$ cat src/rtl/fetch_sequencer.sv
// Purpose: owns the architectural PC, fetches over a req/ack imem port, presents one registered inst to decode.
// Latency: ack in cycle n -> inst_valid in cycle n+1; redirect in cycle n -> first target inst valid at n+2 or later.
// Backpressure: stall holds the presented inst; one extra fetched word parks in a hold buffer and fetch pauses.
module fetch_sequencer #(
    parameter logic [31:0] RESET_PC = 32'h0000_3000
) (
    input  logic        clk,
    input  logic        rst,
    input  logic        stall,
    input  logic        redirect_valid,
    input  logic [31:0] redirect_pc,
    output logic        imem_req,
    output logic [31:0] imem_addr,
    input  logic        imem_ack,
    input  logic [31:0] imem_rdata,
    output logic        inst_valid,
    output logic [31:0] inst,
    output logic [31:0] inst_pc
);

    // FETCH keeps a request on the port; HOLD means the slot and the hold buffer are both full.
    typedef enum logic {
        S_FETCH = 1'b0,
        S_HOLD  = 1'b1
    } state_t;

    state_t      state_q, state_d;
    logic [31:0] pc_q, pc_d;
    logic        pend_q, pend_d;
    logic [31:0] pend_addr_q, pend_addr_d;
    logic [31:0] hold_buf_q, hold_buf_d;
    logic [31:0] hold_pc_q, hold_pc_d;
    logic        inst_valid_q, inst_valid_d;
    logic [31:0] inst_q, inst_d;
    logic [31:0] inst_pc_q, inst_pc_d;

    logic        consume;
    logic        slot_free;
    logic [31:0] target_pc;
    logic        unused_rpc_lsb;

    assign consume        = inst_valid_q & ~stall;
    assign slot_free      = ~inst_valid_q | consume;
    assign target_pc      = {redirect_pc[31:2], 2'b00};
    assign unused_rpc_lsb = ^redirect_pc[1:0];

    // While a squashed request is still in flight the port keeps showing its original
    // address, so the memory never sees the address change mid-request.
    assign imem_req   = (state_q == S_FETCH) & ~rst;
    assign imem_addr  = pend_q ? pend_addr_q : pc_q;
    assign inst_valid = inst_valid_q;
    assign inst       = inst_q;
    assign inst_pc    = inst_pc_q;

    // Next-state: redirect first, then the fetch/hold sequencing.
    always_comb begin
        state_d      = state_q;
        pc_d         = pc_q;
        pend_d       = pend_q;
        pend_addr_d  = pend_addr_q;
        hold_buf_d   = hold_buf_q;
        hold_pc_d    = hold_pc_q;
        inst_valid_d = inst_valid_q;
        inst_d       = inst_q;
        inst_pc_d    = inst_pc_q;

        if (redirect_valid) begin
            inst_valid_d = 1'b0;
            state_d      = S_FETCH;
            pc_d         = target_pc;
            if (state_q == S_FETCH) begin
                if (imem_ack) begin
                    // Data arriving with the redirect is wrong-path; drop it.
                    pend_d = 1'b0;
                end else if (!pend_q) begin
                    // Outstanding request now belongs to the wrong path: squash its ack.
                    pend_d      = 1'b1;
                    pend_addr_d = pc_q;
                end
            end
        end else begin
            case (state_q)
                S_FETCH: begin
                    if (imem_ack && pend_q) begin
                        pend_d = 1'b0;
                        if (consume) begin
                            inst_valid_d = 1'b0;
                        end
                    end else if (imem_ack) begin
                        pc_d = pc_q + 32'd4;
                        if (slot_free) begin
                            inst_d       = imem_rdata;
                            inst_pc_d    = pc_q;
                            inst_valid_d = 1'b1;
                        end else begin
                            hold_buf_d = imem_rdata;
                            hold_pc_d  = pc_q;
                            state_d    = S_HOLD;
                        end
                    end else if (consume) begin
                        inst_valid_d = 1'b0;
                    end
                end
                S_HOLD: begin
                    if (consume) begin
                        inst_d       = hold_buf_q;
                        inst_pc_d    = hold_pc_q;
                        inst_valid_d = 1'b1;
                        state_d      = S_FETCH;
                    end
                end
                default: begin
                    state_d = S_FETCH;
                end
            endcase
        end
    end

    // State registers with synchronous reset; reset abandons any in-flight request.
    always_ff @(posedge clk) begin
        if (rst) begin
            state_q      <= S_FETCH;
            pc_q         <= RESET_PC;
            pend_q       <= 1'b0;
            pend_addr_q  <= 32'd0;
            hold_buf_q   <= 32'd0;
            hold_pc_q    <= 32'd0;
            inst_valid_q <= 1'b0;
            inst_q       <= 32'd0;
            inst_pc_q    <= 32'd0;
        end else begin
            state_q      <= state_d;
            pc_q         <= pc_d;
            pend_q       <= pend_d;
            pend_addr_q  <= pend_addr_d;
            hold_buf_q   <= hold_buf_d;
            hold_pc_q    <= hold_pc_d;
            inst_valid_q <= inst_valid_d;
            inst_q       <= inst_d;
            inst_pc_q    <= inst_pc_d;
        end
    end

endmodule

$ cat config.mk
export PLATFORM = sky130hd
export DESIGN_NAME = fetch_sequencer
export DESIGN_NICKNAME = d
export VERILOG_FILES = /design/src/rtl/fetch_sequencer.sv
export SDC_FILE = /design/constraint.sdc
export NUM_CORES = 1
export LEC_CHECK = 0
export BUFFER_PORTS_ARGS = -buffer_cell sky130_fd_sc_hd__buf_2
export CAP_MARGIN = 20
export CORE_ASPECT_RATIO = 1.1
export CORE_MARGIN = 8
export CORE_UTILIZATION = 50
export DETAILED_ROUTE_END_ITERATION = 10
export GPL_ROUTABILITY_DRIVEN = 0
export HOLD_SLACK_MARGIN = 0.06
export PLACE_DENSITY = 0.85
export RECOVER_POWER = 100
export SLEW_MARGIN = 20
export SYNTH_ARGS = -nofsm -noshare
export SYNTH_HDL_FRONTEND = slang
export SYNTH_SLANG_ARGS = --single-unit
$ cat constraint.sdc
create_clock -name clk -period 2.3 [get_ports clk]
set_input_delay 0.115 -clock clk [delete_from_list [all_inputs] [get_ports clk]]
set_output_delay 0.115 -clock clk [all_outputs]
set_load 0.03 [all_outputs]
* Yosys cells after proc, flatten, opt, wreduce, memory -nomap -nowiden
Index checks and enable logic that the tools add are counted.
** Storage, ports and cells
- Register bits :: 195
- Latch bits :: 0
- Bits in writable memories :: 0
- Memory bits (read-only) :: 0
- Input port bits :: 69
- Output and inout port bits :: 98
- Word-level logic and storage cells :: 71
- Memories :: 0
** Operators by class
- $add $sub $neg :: 1
- Multipliers :: 0
- Div/mod/pow operators :: 0
- $lt $le $gt $ge :: 0
- Equality and inequality tests :: 7
- Shift-type cells :: 0
- Multiplexer cells :: 31
- Bitwise logic cells :: 11
- Reductions and logical operators :: 11
** Operators by type and width (number)
- two-way mux 32 bit :: 13
- one-hot mux 32 bit (2 select lines) :: 2
- adder 32 x 3 -> 32 bit (second input constant) :: 1
- two-way mux 1 bit :: 14
- != test 2 bit (second input constant) :: 5
- AND reduction 5 bit :: 2
- AND reduction 3 bit :: 3
- inverter 1 bit :: 8
- != test 4 x 3 -> 1 bit (second input constant) :: 1
- one-hot mux 1 bit (2 select lines) :: 2
- AND reduction 2 bit :: 2
- nonzero test 2 bit :: 2
- bitwise AND 1 bit :: 2
- != test 2 x 1 -> 1 bit (second input constant) :: 1
- OR reduction 2 bit :: 1
- logical AND 1 bit :: 1
- bitwise OR 1 bit :: 1

* Longest topological paths before layout
- Depth after elaboration :: 7
- Mapped depth :: 8
- Mapped depth without buffers :: 5

* Worst setup path after synthesis
OpenSTA, ideal clock, no wires.
- Kind :: register to register
- Start point :: register state_q
- End point :: register pc_q[27]
- Library setup time :: 0.091 ns
- Arrival time :: 2.137 ns
- Setup slack :: 0.072 ns
- Cell stages (with the launch flop) :: 7
- Buffers on the path :: 2
- Cells stage by stage :: dfxtp_1 > clkbuf_1 > or3b_1 > or4_1 > clkbuf_1 > or4_1 > a311oi_1
** On the way
- Cells in the longest elaborated chain, start to end :: 2
** RTL lines
- start: declaration :: line 27 : state_t state_q, state_d;
- start signal: assignment :: line 132 : state_q <= state_d;
- != test 2 bit (no line)
- AND reduction 3 bit (no line)
- end signal: assignment :: line 133 : pc_q <= pc_d;
- end: declaration :: line 28 : logic [31:0] pc_q, pc_d;
Every way passes these cells.
A chain may end at the register's enable or synchronous reset.

* Worst setup path in the final report
- Start point :: input imem_ack
- End point :: register pc_q[27]
** On the way
- Cells in the longest elaborated chain, start to end :: 3
- Elaborated cells on any way between the ends :: 4
- Those cells by class :: 1 x eq/ne; 3 x reduce/logical
** RTL lines
- start: declaration :: line 14 : input logic imem_ack,
- logical AND 1 bit :: line 84 : if (imem_ack && pend_q) begin
- != test 2 bit (no line)
- AND reduction 3 bit (no line) *
Mark *: on every way between the ends. The rest lies on a longest branch, timed or not.

==> tab_implementation.tex <==
\begin{tabular}{lr}
\hline
Metric & Value \\
\hline
\multicolumn{2}{l}{\textbf{Run status}} \\
Status & finished clean \\
\multicolumn{2}{l}{\textbf{STA}} \\
Min Clock Period, post-route & 2227 ps \\
Hold Vio Cnt, Final & 0 \\
Setup repair after global routing missed its margin & false \\
Worst-case clock skew & 16.84 ps \\
Worst setup margin & 73.03 ps \\
Number of endpoints failing setup at the final stage & 0 \\
Fin Hold WS & 107.3 ps \\
Setup TNS Final & 0 ps \\
Final worst path period share & 96.82\% \\
Max-slew violations & 0 \\
Worst Max-Slew Pin Slew & 708.9 ps \\
Worst slew margin relative to its limit & 52.74\% \\
Fmax & 0.4490 GHz \\
\multicolumn{2}{l}{\textbf{Critical path}} \\
Cell-by-cell trace of the critical path & dlygate4sd3\_1, buf\_2, or3b\_4, or4\_4, or4\_1, a311oi\_1 \\
Slowest library cell on the worst path & or4\_4 \\
Type of the worst setup path & in -> reg \\
Crit-path leading delay family & simple AND/OR/NAND/NOR gates \\
Category of the worst setup path capture point & flip-flop \\
Delay contributed by the slowest stage of the critical path & 580 ps \\
Data required, critical path & 2630 ps \\
Worst path arrival time & 2560 ps \\
Startpoint type of the worst setup path & primary input \\
Start point of the critical path & imem\_ack \\
Maximum net fanout on the critical path & 5 \\
Critical register-to-register path startpoint & state\_q \\
Buffer and inverter count on the worst path & 2 \\
\multicolumn{2}{l}{\textbf{Place}} \\
Post-DP HPWL & 14920 um \\
Input/output buffers & 162 \\
Cell area after placement & 9335 um2 \\
Worst setup slack before clock tree synthesis & 72.27 ps \\
\multicolumn{2}{l}{\textbf{Detailed routing}} \\
Post-DR wirelength/cell & 17.66 um \\
Total vias in the final route & 7807 \\
First-pass detailed-route iteration total & 5 \\
Post-route DRC & 0 \\
Antenna-violating nets left & 0 \\
Post-Route WL & 24190 um \\
Via density per instance & 5.699 \\
Initial detailed-routing violation count & 644 \\
\multicolumn{2}{l}{\textbf{CTS}} \\
CTS tree & done \\
Later-pin clock latency in the skew report & 440 ps \\
Clock sink count & 189 \\
H-Tree Depth & 4 \\
Number of buffers on the longest clock path & 2 \\
CTS buffer count & 17 \\
Root buffer cell & clkbuf\_16 \\
Clock edge transition at the registers on the reported setup and hold paths & 70 ps \\
\multicolumn{2}{l}{\textbf{Yosys}} \\
Register bit count reported by yosys & 189 \\
Largest family of logic cells by synthesized area & simple AND/OR/NAND/NOR gates \\
Library cell occupying the most area in the post-synthesis netlist & dfxtp\_1 \\
Syn. warnings & 0 \\
Post-synthesis adder-cell area fraction & 0.1515\% \\
Number of synthesized flops with an enable pin & 0 \\
Share of the yosys chip area belonging to registers & 45.80\% \\
Compound-Gate Fraction of Synth Area & 14.53\% \\
Distinct cell type count after synthesis & 48 \\
Post-synthesis share of cell area spent on xor and xnor gates & 0.8482\% \\
Fraction of post-synthesis cell area in the top cell type by area & 45.80\% \\
Fraction of registers with async set/reset & 0\% \\
Mux contribution to synthesized area & 14.97\% \\
Post-synth top flop & dfxtp\_1 \\
Post-Synthesis Mean Instance Area & 8.632 um2 \\
Leading cell types by total area after synthesis & dfxtp\_1 (46\%), mux2i\_1 (11\%), nand2\_1 (6.8\%) \\
Post-Synthesis Cells & 957 \\
Fraction of the mapped netlist area in simple logic gates & 19.01\% \\
Summed instance area of the synthesized netlist & 8260 um2 \\
\multicolumn{2}{l}{\textbf{GRT}} \\
GR Layer Usage met2 & 36.83\% \\
Global-route usage over all layers & 22.33\% \\
Via count of the first global-routing pass & 7659 \\
Total grt overflow & 0 \\
Initial antenna violation count & 1 \\
Layer with the highest usage after global routing & met2 \\
First-pass GRT wire length & 38530 um \\
Met3 GRT Util & 5.770\% \\
Largest net degree at the start of global routing & 123 \\
M1 GR Usage & 25.50\% \\
\multicolumn{2}{l}{\textbf{Pwr}} \\
Pleak & 3.718 nW \\
Power per Cell Area & 730.5 nW/um2 \\
Peak supply drop & 0.0004649 V \\
\multicolumn{2}{l}{\textbf{Finish}} \\
Net count, final & 1221 \\
Signed area change from the synthesized netlist to the final layout & 26.89\% \\
Fraction of final layout cells with drive strength greater than 1 & 14.43\% \\
Final Cell Area & 10480 um2 \\
\# fillers & 1304 \\
Post-route core utilization & 64.51\% \\
\multicolumn{2}{l}{\textbf{Floorplanning}} \\
Site row count & 49 \\
I/O pin count & 167 \\
Starting utilization of the core area & 50.84\% \\
Area of the die & 20890 um2 \\
Core area & 16250 um2 \\
X dimension of the die & 138.6 um \\
Height of the die & 150.8 um \\
\multicolumn{2}{l}{\textbf{Worst hold path}} \\
Min-Delay Path Class & in -> reg \\
Start point of the worst min-delay path & redirect\_pc[3] \\
\multicolumn{2}{l}{\textbf{Flow run}} \\
Max-cap violation count & 0 \\
\hline
\end{tabular}
power by group:
group          switching [mW]  leakage (nW)  internal [mW]
registers               0.117          1.54           3.41
logic                   0.714          1.88          0.398
clock network            1.33         0.296           1.69
total                    2.16          3.72           5.50
flip-flops by register name, indices dropped and copies added (netlist names):
| name | flops |
|---|---|
| hold_buf_q | 32 |
| inst | 32 |
| pend_addr_q | 32 |
| hold_pc_q | 30 |
| inst_pc | 30 |
| pc_q | 30 |
| inst_valid | 1 |
| pend_q | 1 |
| state_q | 1 |
tightest hold or removal path, delay by kind of cell:
kind,cells,cell delay [ps]
and+or+nand+nor,1,170
AOI/OAI and AO/OA,1,90
buffers and inverters,1,100
metrics by stage:
stage	total power, mW	cells
after floorplan	4.275	958
after global placement	4.604	1271
after detailed placement	4.628	1271
after CTS	7.696	1365
after global routing	7.943	1368
final	7.656	1370
what timing repair did:
item,4_1_cts,5_1_grt
hold buffers,62,0
hold endpoints to repair,115,0
setup buffers,0,1
endpoints found under the setup margin,0,8
resized for setup,0,7
cells in the mapped netlist, types with 8 or more instances:
library cell	instances
a211oi_1	73
nor3_1	15
nand2_1	150
nand3_1	10
dfxtp_1	189
o21ai_0	10
clkbuf_1	74
mux2i_1	92
a21oi_1	67
or3_1	8
or4_1	8
inv_1	9
nand4_1	11
a311oi_1	10
nor2_1	122
mux2_2	28
cell usage in the layout, fill, tap and decap left out, types with 3 or more instances in the layout:
| cell type | synthesis | layout |
|---|---|---|
| a2111oi_0 | 4 | 3 |
| a211oi_1 | 73 | 73 |
| a21oi_1 | 67 | 67 |
| a311oi_1 | 10 | 10 |
| and2_1 | 5 | 3 |
| and3_1 | 5 | 5 |
| and4_1 | 5 | 5 |
| buf_12 | 0 | 3 |
| buf_2 | 7 | 90 |
| buf_4 | 2 | 21 |
| buf_6 | 0 | 3 |
| clkbuf_1 | 74 | 80 |
| clkbuf_16 | 0 | 18 |
| dfxtp_1 | 189 | 189 |
| dlygate4sd3_1 | 0 | 62 |
| inv_1 | 9 | 9 |
| inv_6 | 0 | 7 |
| mux2_1 | 0 | 21 |
| mux2_2 | 28 | 7 |
| mux2i_1 | 92 | 92 |
| nand2_1 | 150 | 150 |
| nand3_1 | 10 | 10 |
| nand4_1 | 11 | 11 |
| nor2_1 | 122 | 122 |
| nor3_1 | 15 | 14 |
| nor3b_1 | 3 | 3 |
| nor4_1 | 7 | 7 |
| o21ai_0 | 10 | 10 |
| o31ai_1 | 5 | 5 |
| or3_1 | 8 | 6 |
| or4_1 | 8 | 7 |
| xnor2_1 | 7 | 7 |
cell type report:
type                       instances  area [um2]  area share [%]
multi-input combinational        671        4133           39.43
sequential                       189        3784           36.10
timing repair buffer             262        1663           15.86
clock buffer                      19       452.9           4.321
tap                              204       255.2           2.435
clock inverter                    13       151.4           1.444
inverter                          10       37.54          0.3581
antenna                            2       5.005         0.04775
worst paths after layout:
kind / cells after the start / slack (ps) / end
worst max-delay path: 6 / 70 / pc_q[27]
worst min-delay path: 3 / 110 / pc_q[3]
worst max register to register: 4 / 110 / pc_q[27]
worst min register to register: 2 / 460 / hold_buf_q[11]
per-layer routing:
metal	part of all wire [%]	up-vias
met5	0.041	-
met4	5.5	2
met3	6.4	94
met2	47	322
met1	41	3636
li1	-	3753
logic make-up after synthesis:
group / count (synthesis)
compound gates: 182
other cells: 1
xor+xnor: 8
buf+inv: 98
mux: 120
simple gates: 358
fa+ha+maj: 1
flops: 189
Power figures use the tool's default switching activity.
